<file path="src/rtl/cpu_types_pkg.sv">
// Shared CPU-side types: machine word, RAM status codes and the memory arbiter state.
package cpu_types_pkg;

    localparam int WORD_W = 32;

    typedef logic [WORD_W-1:0] word_t;

    typedef enum logic [1:0] {
        FREE   = 2'b00,
        BUSY   = 2'b01,
        ACCESS = 2'b10,
        ERROR  = 2'b11
    } ramstate_t;

    typedef enum logic [1:0] {
        IDLE    = 2'b00,
        GRANT_I = 2'b01,
        GRANT_D = 2'b10
    } arb_state_t;

endpackage

</file>
<file path="src/rtl/arb_timeout_counter.sv">
// Per-grant watchdog: counts grant cycles without ACCESS and flags the cycle that
// uses up the TIMEOUT budget.
module arb_timeout_counter #(
    parameter int TIMEOUT = 15
) (
    input  logic CLK,
    input  logic RST,
    input  logic clear,
    input  logic enable,
    output logic expired
);

    logic [3:0] count;

    always_ff @(posedge CLK or posedge RST) begin
        if (RST) begin
            count <= '0;
        end else if (clear) begin
            count <= '0;
        end else if (enable) begin
            count <= count + 4'd1;
        end
    end

    // Fires combinationally on the TIMEOUT-th waiting cycle so the grant ends there.
    assign expired = enable && (count == 4'(TIMEOUT - 1));

endmodule

</file>
<file path="src/rtl/memory_arbiter.sv">
// Shares one RAM port between instruction fetch and data access, data first.
// Optional instruction-fetch fairness counter is compiled in with `MEM_ARB_FAIR_EN.
module memory_arbiter
    import cpu_types_pkg::*;
#(
    parameter int TIMEOUT    = 15,
    parameter int FAIR_LIMIT = 4
) (
    input  logic       CLK,
    input  logic       RST,
    input  logic       iREN,
    input  word_t      iaddr,
    output logic       iwait,
    output word_t      iload,
    input  logic       dREN,
    input  logic       dWEN,
    input  word_t      daddr,
    input  word_t      dstore,
    output logic       dwait,
    output word_t      dload,
    output logic       ramREN,
    output logic       ramWEN,
    output word_t      ramaddr,
    output word_t      ramstore,
    input  word_t      ramload,
    input  ramstate_t  ramstate,
    output logic       err,
    output arb_state_t arb_state
);

    // Handshake: a requester holds its request and address stable; the access is
    // done in the single cycle its wait line is low, when load data is valid.

    arb_state_t state, next_state;
    logic d_req, access, tmo_en, expired, set_err, fair_force;

    assign d_req     = dREN | dWEN;
    assign access    = (ramstate == ACCESS);
    assign tmo_en    = (state != IDLE) && !access;
    assign arb_state = state;

    arb_timeout_counter #(.TIMEOUT(TIMEOUT)) u_timeout (
        .CLK     (CLK),
        .RST     (RST),
        .clear   (state == IDLE),
        .enable  (tmo_en),
        .expired (expired)
    );

`ifdef MEM_ARB_FAIR_EN
    localparam int FAIR_W = $clog2(FAIR_LIMIT + 1);
    logic [FAIR_W-1:0] fair_cnt;

    assign fair_force = iREN && (fair_cnt == FAIR_W'(FAIR_LIMIT));

    always_ff @(posedge CLK or posedge RST) begin
        if (RST) begin
            fair_cnt <= '0;
        end else if (state == IDLE && next_state == GRANT_I) begin
            fair_cnt <= '0;
        end else if (state == IDLE && next_state == GRANT_D && iREN) begin
            fair_cnt <= fair_cnt + FAIR_W'(1);
        end
    end
`else
    localparam int unused_fair_limit = FAIR_LIMIT;
    assign fair_force = 1'b0;
`endif

    always_ff @(posedge CLK or posedge RST) begin
        if (RST) begin
            state <= IDLE;
            err   <= 1'b0;
        end else begin
            state <= next_state;
            if (set_err) begin
                err <= 1'b1;
            end
        end
    end

    always_comb begin
        next_state = state;
        set_err    = 1'b0;
        ramREN     = 1'b0;
        ramWEN     = 1'b0;
        ramaddr    = '0;
        ramstore   = '0;
        iwait      = 1'b1;
        iload      = '0;
        dwait      = 1'b1;
        dload      = '0;
        case (state)
            IDLE: begin
                if (fair_force) begin
                    next_state = GRANT_I;
                end else if (d_req) begin
                    next_state = GRANT_D;
                end else if (iREN) begin
                    next_state = GRANT_I;
                end
            end
            GRANT_D: begin
                ramREN   = dREN;
                ramWEN   = dWEN;
                ramaddr  = daddr;
                ramstore = dstore;
                // A withdrawn request ends the grant quietly, whatever the RAM reports.
                if (!d_req) begin
                    next_state = IDLE;
                end else if (access) begin
                    dwait      = 1'b0;
                    dload      = ramload;
                    next_state = IDLE;
                end else if (ramstate == ERROR || expired) begin
                    set_err    = 1'b1;
                    next_state = IDLE;
                end
            end
            GRANT_I: begin
                ramREN  = iREN;
                ramaddr = iaddr;
                if (!iREN) begin
                    next_state = IDLE;
                end else if (access) begin
                    iwait      = 1'b0;
                    iload      = ramload;
                    next_state = IDLE;
                end else if (ramstate == ERROR || expired) begin
                    set_err    = 1'b1;
                    next_state = IDLE;
                end
            end
            default: next_state = IDLE;
        endcase
    end

endmodule

</file>
<file path="config.mk">
export PLATFORM = sky130hd
export DESIGN_NAME = memory_arbiter
export DESIGN_NICKNAME = d
export VERILOG_FILES = /design/src/rtl/cpu_types_pkg.sv /design/src/rtl/arb_timeout_counter.sv /design/src/rtl/memory_arbiter.sv
export SDC_FILE = /design/constraint.sdc
export NUM_CORES = 1
export LEC_CHECK = 0
export ABC_AREA = 1
export ABC_CLOCK_PERIOD_IN_PS = 1890
export CELL_PAD_IN_SITES_DETAIL_PLACEMENT = 0
export CELL_PAD_IN_SITES_GLOBAL_PLACEMENT = 1
export CORE_MARGIN = 1.5
export CORE_UTILIZATION = 12
export DETAILED_ROUTE_END_ITERATION = 8
export GPL_TIMING_DRIVEN = 0
export PLACE_DENSITY = 0.94
export SYNTH_ARGS = -nofsm -noshare
export SYNTH_HDL_FRONTEND = slang
export SYNTH_SLANG_ARGS = --single-unit
</file>
<file path="constraint.sdc">
create_clock -name CLK -period 1.89 [get_ports CLK]
set_input_delay 0.2835 -clock CLK [delete_from_list [all_inputs] [get_ports CLK]]
set_output_delay 0.2835 -clock CLK [all_outputs]
set_load 0.01 [all_outputs]
</file>
## Word level (Yosys, flattened, before mapping)

Index checks and enable logic that the tools add are counted.

- Register bits after elaboration: 7
- Memories: 0
- Logic and storage cells: 46
- Bits in read-only memories: 0
- RAM bits: 0
- Latch bits: 0
- Output and inout port bits: 135
- Bits of input ports: 135

- Multiply operators: 0
- Add/subtract/negate cells: 1
- Reductions and logical operators: 7
- Mux-type cells: 28
- Divide/modulo/power cells: 0
- Magnitude comparators: 0
- Shift-type cells: 0
- Eq/ne operators: 6
- Bitwise operators: 1

Operators with widths:

| kind | count |
|---|---|
| $mux W32 | 6 |
| $pmux W32 S2 | 1 |
| $mux W2 | 6 |
| $mux W1 | 10 |
| $mux W4 | 2 |
| $eq A2 B2 Y1 const B | 3 |
| $pmux W2 S3 | 1 |
| $add A4 B1 Y4 const B | 1 |
| $eq A4 B4 Y1 const B | 1 |
| $pmux W1 S2 | 2 |
| $reduce_bool A2 Y1 | 2 |
| $ne A3 B3 Y1 const B | 1 |
| $eq A2 B1 Y1 const B | 1 |
| $logic_and A1 B1 Y1 | 2 |
| $logic_not A2 Y1 | 1 |
| $logic_not A1 Y1 | 1 |
| $logic_or A1 B1 Y1 | 1 |
| $or A1 B1 Y1 | 1 |

## Depth between registers and ports, before layout

Gate-level depths: netlist (run 1).

- Word-level depth: 9
- Gate-level depth with buffers: 11
- Depth with buffers taken out: 10

## By module

Synthesis (run 1) repeated with hierarchy kept, for this count alone.

- Cells, all modules: 353
- Area total of the unflattened synthesis: 1,662.8 µm²

Modules (own cells, without submodules):

| module | cells each | seq. area each (µm²) | area an instance (µm²) | times used |
|---|---|---|---|---|
| memory_arbiter | 326 | 75.1 | 1,433.9 | 1 |
| arb_timeout_counter | 27 | 100.1 | 229.0 | 1 |

## Worst setup path after synthesis (run 1)

Ideal clock, no wire load.

- Path kind: reg-to-output
- From: reg state[0], in the netlist arb_state[0]
- To: out ramaddr[14]
- Data required time: 1.607 ns
- Arrival time: 1.338 ns
- Cell stages (with the launch flop): 6
- Buffers on the path: 1
- Slack: 0.269 ns
- Cells stage by stage: dfrtp_1 > inv_1 > ha_1 > inv_1 > buf_1 > a21oi_1

- Cells in the longest elaborated chain, start to end: 2
- Elaborated cells between the ends (all ways): 3
- Classes of those cells: 2 x eq/ne; 1 x mux

RTL lines:

| element | line | RTL |
|---|---|---|
| start, declared | memory_arbiter.sv:34 | `arb_state_t state, next_state;` |
| start signal, assigned | memory_arbiter.sv:75 | `state <= next_state;` |
| $eq A2 B1 Y1 / $eq A2 B2 Y1 (equally long branches) | memory_arbiter.sv:93 | `case (state)` |
| $pmux W32 S2 * | memory_arbiter.sv:93 |  |
| end, declared | memory_arbiter.sv:23 | `output word_t ramaddr,` |

Every way passes the cells marked *; elsewhere a longest branch is shown, timed or not.

## Worst setup path in the final report (run 1)

- From: reg state[1], in the netlist arb_state[1]
- To: out ramaddr[16]

The elaborated chain is that of the path after synthesis.

==> results.md, run 1 <==
* Status: finished with violations
* Violated checks: negative setup slack
* Slew HR at 82.6%
* Startpoint types: flop
* Syn nets at 492
* Final worst path period share at 103%
* Placed Cells at 800
* Largest net degree at the start of global routing at 11
* Synth Area in Compound Gates at 12.9%
* CP endpoint kind: primary output
* First-pass GRT wire length at 14.4 mm
* Synthesized area per cell at 4.82 µm²
* Multiplexer area fraction after synthesis at 0%
* Initial Utilization at 12.2%
* Placed Area at approximately 0.0046 mm²
* Die Footprint at 0.0148 mm²
* Die span in y at 122 µm
* Routed len/inst at 12.1 µm
* CP Max Fanout at 7
* Max-Cap Viols at 0
* Fin Setup TNS at -1.74 ns
* Die Wd at 122 µm
* Critical Path End: ramaddr[16]
* Core area at between 0.01 and 0.015 mm²
* Antenna diodes at 0
* Area growth syn-to-layout at 176%
* Top-count cell post-synth: nand2_1
* Kind of critical path: reg -> out
* Post-synth top area share at 25.7%
* Most frequent cells after synthesis: 116 x nand2_1, 77 x inv_1, 71 x nor2_1
* Drt pass-1 iters at 4
* LEAKAGE at 2.65 nW
* Arrival @ worst endpoint at 1.67 ns
* I/O Buffers at 269
* Reg clk slew, reported paths at approximately 0.04 ns
* DRT antenna net count at 0
* Clk root buf: clkbuf_16
* Required time of the critical path at 1.61 ns
* Yosys reg bits at 7
* FP Rows at 43
* Via count at 3081
* RSZ-0062 raised after global routing: yes
* Worst skew pair latency at 0.23 ns
* Top Ports at 270
* Area contributors post-synth: nand2_1 26%, inv_1 17%, nor2_1 16%
* Final instance area at roughly 0.0047 mm²
* Nets at 792
* Cells after Synth at between 300 and 400
* Post-synth ARST share at 100%
* Cell Area, Synth at 0.00169 mm²
* CTS tree: done
* Hold_buf cts at 0
* Worst R2R Start: arb_state[1]
* Worst vdd ir at 0.000535 V
* # clock sinks at 7
* YS warnings at 0
* Total length of routed wires at 10.0 mm
* Worst hold path class: in -> async
* FMAX at around 500 MHz
* Top_reg_cell synth: dfrtp_1
* R2R setup slack at 0.45 ns
* Main combinational cell family by area after synthesis: simple AND/OR/NAND/NOR gates
* Post-route setup slack at -0.0609 ns
* DR iter-0 viols at 93
* H-tree level count at 1
* PwrDens at between 900 and 1000 mW/mm²
* Initial antenna violation count at 0
* Slew Limit Fails at 0
* Tmin final at approximately 2 ns
* Synth Area in Adders at 4.44%
* Final global-route overflow total at 0
* Placer Congestion at 0.744
* Finished Layout Cells at 830
* Endpoints failing setup at 62
* Vias in the first global route at 2810
* Total Routing Usage GR at a little under an eighth
* TritonCTS Buffers at 3
* Worst Clk Skew at 0.00285 ns
* CP Launch Point: arb_state[1]
* R2R cell count at 11
* R2R Path End: arb_state[1]
* Worst Tran Pin Value at 0.261 ns
* Layout cells sized above 1 at 36.0%
* Post-synth EDFFs at 0
* Dpl hpwl at 7.85 mm
* Yosys top cell by area: nand2_1
* Count of cell types in the netlist at 18
* Drt via density at 3.71
* Post-synthesis simple-gate area fraction at 45.9%
* Synth Area in XOR/XNOR at 0%
* DRC at 0
* Seq/Total Area, Yosys at 10.4%
* Bufs on Longest Clock Path at 2
* Final Hold Fails at 0
cell type report:
type,instances,area [µm²]
repair buffers,296,2370
multi-input cells,245,1260
clock buffers,4,78.8
flip-flops and latches,7,178
inverters,79,304
well taps,180,225
plain buffers,19,262
fillers,1514,9150
flip-flops by register name (all words and copies together) (netlist names):
register	flops
arb_state	2
u_timeout.count	4
err	1
routing by layer:
metal	global-route usage [%]	vias up	share of wire, %
met5	0	-	0
met4	1.54	0	0.54
met3	1.97	8	6.6
met2	21.8	125	51
met1	15.2	1343	42
li1	-	1605	-
worst min path at each step:
stage,slack (ns),cells past startpoint,from,end
final,0.29,2,RST,u_timeout.count[1]
after global routing,0.32,2,RST,err
after CTS,0.30,2,RST,err
after detailed placement,0.50,1,err,err
after global placement,0.46,1,err,err
after floorplan,0.09,1,RST,arb_state[0]
power by group:
part	internal [mW]	leakage (nW)	total (mW)	switching, mW
Combinational	1.82	2.53	3.72	1.90
Clock	0.280	0.0382	0.357	0.0768
Sequential	0.202	0.0858	0.262	0.0599
kinds of logic after synthesis:
kind of cell    after synthesis
fa+ha+maj                     6
compound gates               43
simple gates                196
buf+inv                      99
flops                         7
worst max-delay path, stage by stage (launching register included):
cell	delay [ns]
dfrtp_2	0.43
inv_2	0.07
ha_2	0.17
buf_6	0.14
buf_8	0.14
buf_4	0.11
buf_4	0.09
nand2_1	0.04
a21oi_1	0.11
buf_2	0.14
what timing repair did:
item                                    4_1_cts  5_1_grt
endpoints found under the setup margin      132       99
gates resized for setup                     456      127
pin swaps                                     6        9
setup buffers                                17        6
gates cloned                                  3        2
cell usage in the layout, fill, tap and decap left out, types with 4 or more instances in the layout:
| master | n |
|---|---|
| nor2_2 | 21 |
| buf_2 | 93 |
| buf_6 | 16 |
| clkbuf_16 | 4 |
| nand2_2 | 7 |
| a21oi_2 | 20 |
| dlygate4sd2_1 | 7 |
| dfrtp_1 | 5 |
| clkdlybuf4s50_1 | 137 |
| buf_8 | 9 |
| buf_4 | 16 |
| nor2_1 | 51 |
| a21oi_1 | 15 |
| inv_1 | 74 |
| o21ai_0 | 7 |
| nand2_1 | 108 |
| nand2_4 | 5 |
| clkbuf_2 | 28 |
per-stage QoR:
| step | setup WS [ns] | hold WS (ns) | total power, mW | util, % |
|---|---|---|---|---|
| global placement | -0.675 | 0.462 | 3.41 | 33.3 |
| finish | -0.0609 | 0.293 | 4.34 | 33.8 |
| detailed placement | -0.722 | 0.497 | 3.42 | 33.3 |
| CTS | -0.161 | 0.301 | 4.08 | 33.7 |
| global route | -0.138 | 0.318 | 4.69 | 33.8 |
| floorplan | 0.269 | 0.0869 | 1.67 | - |
No activity file was read; power rests on OpenSTA's default activity.
==> run 2: changes to the inputs <==
--- a/config.mk
+++ b/config.mk
@@ -12,7 +12,6 @@
 export CORE_MARGIN = 1.5
 export CORE_UTILIZATION = 12
 export DETAILED_ROUTE_END_ITERATION = 8
-export GPL_TIMING_DRIVEN = 0
 export PLACE_DENSITY = 0.94
 export SYNTH_ARGS = -nofsm -noshare
 export SYNTH_HDL_FRONTEND = slang
==> run 2 against run 1 <==
Against the previous run:
- the run still ends with negative setup slack left
- first-iteration DRC count is 26% higher
- hold slack lost 0.018 ns
- largest power group unchanged
- combinational power rose by 30%
- final area grew 11%
- critical path type unchanged
- critical path depth down 1
- clock power rose by 2%
- wire length up 16%
- setup slack worse by 0.081 ns
- sequential power fell by 4%
- die area stayed put
- core utilization rose by 3.7 points
==> results.md, run 2 (synthesized netlist as in run 1, its figures left out) <==
* CP dominant cell by count: buf_12
* Worst skew pair latency at 0.23 ns (about the same)
* CP Max Fanout at 6 (-1)
* Global-route met1 utilization at 16.0% (+0.80 points)
* Kind of critical path: reg -> out
* Placed Cells at 806 (+0.75%)
* Final Hold Fails at 0 (unchanged)
* Placer Congestion at 0.756 (+1.5%)
* Routed len/inst at 13.7 µm (+14%)
* Grt peak-use layer: met2
* Largest register FFs at 4 (unchanged)
* R2R cell count at 14 (+3)
* Pre-CTS WS at -0.317 ns (+0.405 ns)
* Core Util, Final at 37.5% (+3.7 points)
* FMAX at 492 MHz (-4.0%)
* LEAKAGE at 2.79 nW (+5.3%)
* Initial Utilization at 12.2% (unchanged)
* CP endpoint kind: primary output
* Total Routing Usage GR at 12.4% (+0.46 points)
* DRT antenna net count at 0 (unchanged)
* Final worst path period share at 107% (+4.3 points)
* Cells along the critical path: inv_2 > buf_12 > ha_4 > inv_8 > buf_12 > buf_12 > a21oi_2 > buf_2
* Dpl hpwl at 7.42 mm (-5.5%)
* Worst hold path class: in -> async
* DR iter-0 viols at 117 (+26%)
* Tmin final at 2.03 ns (+0.0807 ns)
* Met3 usage in global routing at 1.69% (-0.28 points)
* Top Ports at 270 (unchanged)
* M2 GR Usage at 22.7% (+0.88 points)
* Area growth syn-to-layout at 207%
* Bufs on Longest Clock Path at 2 (unchanged)
* Max-Cap Viols at 0 (unchanged)
* CP Buf/Inv Count at 6 (unchanged)
* DRC at 0 (unchanged)
* Slew HR at 82.7% (+0.13 points)
* Most frequent cells in the layout: 137 x clkdlybuf4s50_1, 97 x buf_2, 91 x nand2_1
* Clk root buf: clkbuf_16
* Worst vdd ir at 0.000587 V (+9.7%)
* CP max stage delay at 0.40 ns (-0.03 ns)
* First-pass GRT wire length at 14.5 mm (+0.91%)
* TritonCTS Buffers at 3 (unchanged)
* Footprint of the multi-input gates at 0.00156 mm² (+24%)
* RSZ-0062 raised after global routing: yes
* Final global-route overflow total at 0 (unchanged)
* Violated checks: negative setup slack
* Crit path depth at 8 (-1)
* Worst Clk Skew at 0.00104 ns (-0.00181 ns)
* I/O Buffers at 269 (unchanged)
* Total length of routed wires at 11.6 mm (+16%)
* FF/Latch Area at 175 µm² (-1.4%)
* H-tree level count at 1 (unchanged)
* Die Wd at 122 µm (unchanged)
* Core area at 0.0138 mm² (unchanged)
* Reg with most FFs: u_timeout.count
* CTS tree: done
* Drt pass-1 iters at 4 (unchanged)
* Initial antenna violation count at 0 (unchanged)
* Slowest CP cell: dfrtp_1
* Startpoint types: flop
* Layout cells sized above 1 at 43.4% (+7.4 points)
* Antenna diodes at 0 (unchanged)
* # clock sinks at 7 (unchanged)
* CP top delay family: buffers and inverters
* Status: finished with violations
* Arrival @ worst endpoint at 1.75 ns (+0.08 ns)
* Drt via density at 3.80 (+2.4%)
* Endpoints failing setup at 31 (-50%)
* PwrDens at 1050 mW/mm² (+13%)
* Die Footprint at 0.0148 mm² (unchanged)
* Finished Layout Cells at 846 (+1.9%)
* Reg clk slew, reported paths at 0.04 ns (about the same)
* FP Rows at 43 (unchanged)
* Largest net degree at the start of global routing at 18 (+7)
* Post-route setup slack at -0.142 ns (-0.0807 ns)
* Worst Tran Pin Value at 0.259 ns (-0.00191 ns)
* Vias in the first global route at 2787 (-0.82%)
* Via count at 3216 (+4.4%)
* Leading cell type in the layout, fill and taps excluded: clkdlybuf4s50_1
* Fillers at 1488 (-1.7%)
* Slew Limit Fails at 0 (unchanged)
* Die span in y at 122 µm (unchanged)
* Nets at 808 (+2.0%)
* Required time of the critical path at 1.61 ns (about the same)
[run 2: changes by cell type in the layout (fill, tap and decap cells not counted), moves of 6 or more]
cell     before  now
a21oi_1      15    5
a21oi_2      20   29
buf_6        16   25
nand2_1     108   91
nand2_2       7   18
nand2_4       5   11
nand2_8       1    8
[run 2: repair_timing]
item / in CTS / in global routing
hold buffers: 0 / 0
pin swaps: 4 / 13
hold endpoints to repair: 0 / 0
setup buffers: 11 / 13
gates resized for setup: 354 / 301
cloned: 7 / 7
setup endpoints to repair: 132 / 129
[run 2: power breakdown]
group          internal [mW]  switching, mW  total, mW
clock                  0.281         0.0841      0.365
sequential             0.199         0.0519      0.251
combinational           2.47           2.36       4.83
total                   2.95           2.49       5.44
[run 2: final cells by class]
| type | instances | share of cell area (%) |
|---|---|---|
| clock buffers | 4 | 1.52 |
| inverters | 79 | 6.35 |
| multi-input cells | 252 | 30.0 |
| repair buffers | 324 | 54.4 |
| well taps | 180 | 4.34 |
| flip-flops and latches | 7 | 3.38 |
[run 2: worst paths after layout]
kind                                      end    startpoint  slack (ns)
setup / recovery                   ramaddr[9]  arb_state[0]       -0.14
hold / removal             u_timeout.count[0]           RST        0.28
setup reg to reg                 arb_state[1]  arb_state[1]        0.04
hold reg to reg                           err           err        0.48
max in group asynchronous        arb_state[1]           RST        1.41
min in group CLK                          err           err        0.48
[run 2: metal layers]
metal	part of all wire (%)	wire length (µm)
met5	0	0
met4	0.49	57
met3	6.3	729
met2	52	6020
met1	41	4780
[run 2: metrics by stage]
stage / TNS (ns) / total power, mW / hold WS, ns / area (µm²)
4_1_cts: -5.85 / 4.52 / 0.285 / 4940
5_1_grt: -6.14 / 5.79 / 0.305 / 5180
3_3_place_gp: -26.36 / 3.77 / 0.467 / 4720
3_5_place_dp: -27.12 / 3.76 / 0.470 / 4720
2_1_floorplan: 0 / 1.67 / 0.0869 / 1690
6_report: -2.33 / 5.44 / 0.276 / 5180
[run 2: worst register-to-register path: stages, from the launching register on]
cell and delay [ns]:
dfrtp_1 0.40, buf_6 0.13, ha_4 0.17, nand2_2 0.10
nand2_4 0.07, buf_8 0.15, buf_4 0.13, buf_4 0.12
buf_4 0.12, nor2_2 0.10, nor2_1 0.05, nand2_1 0.05
nand2_1 0.05, nand2_1 0.05, nand2_1 0.04
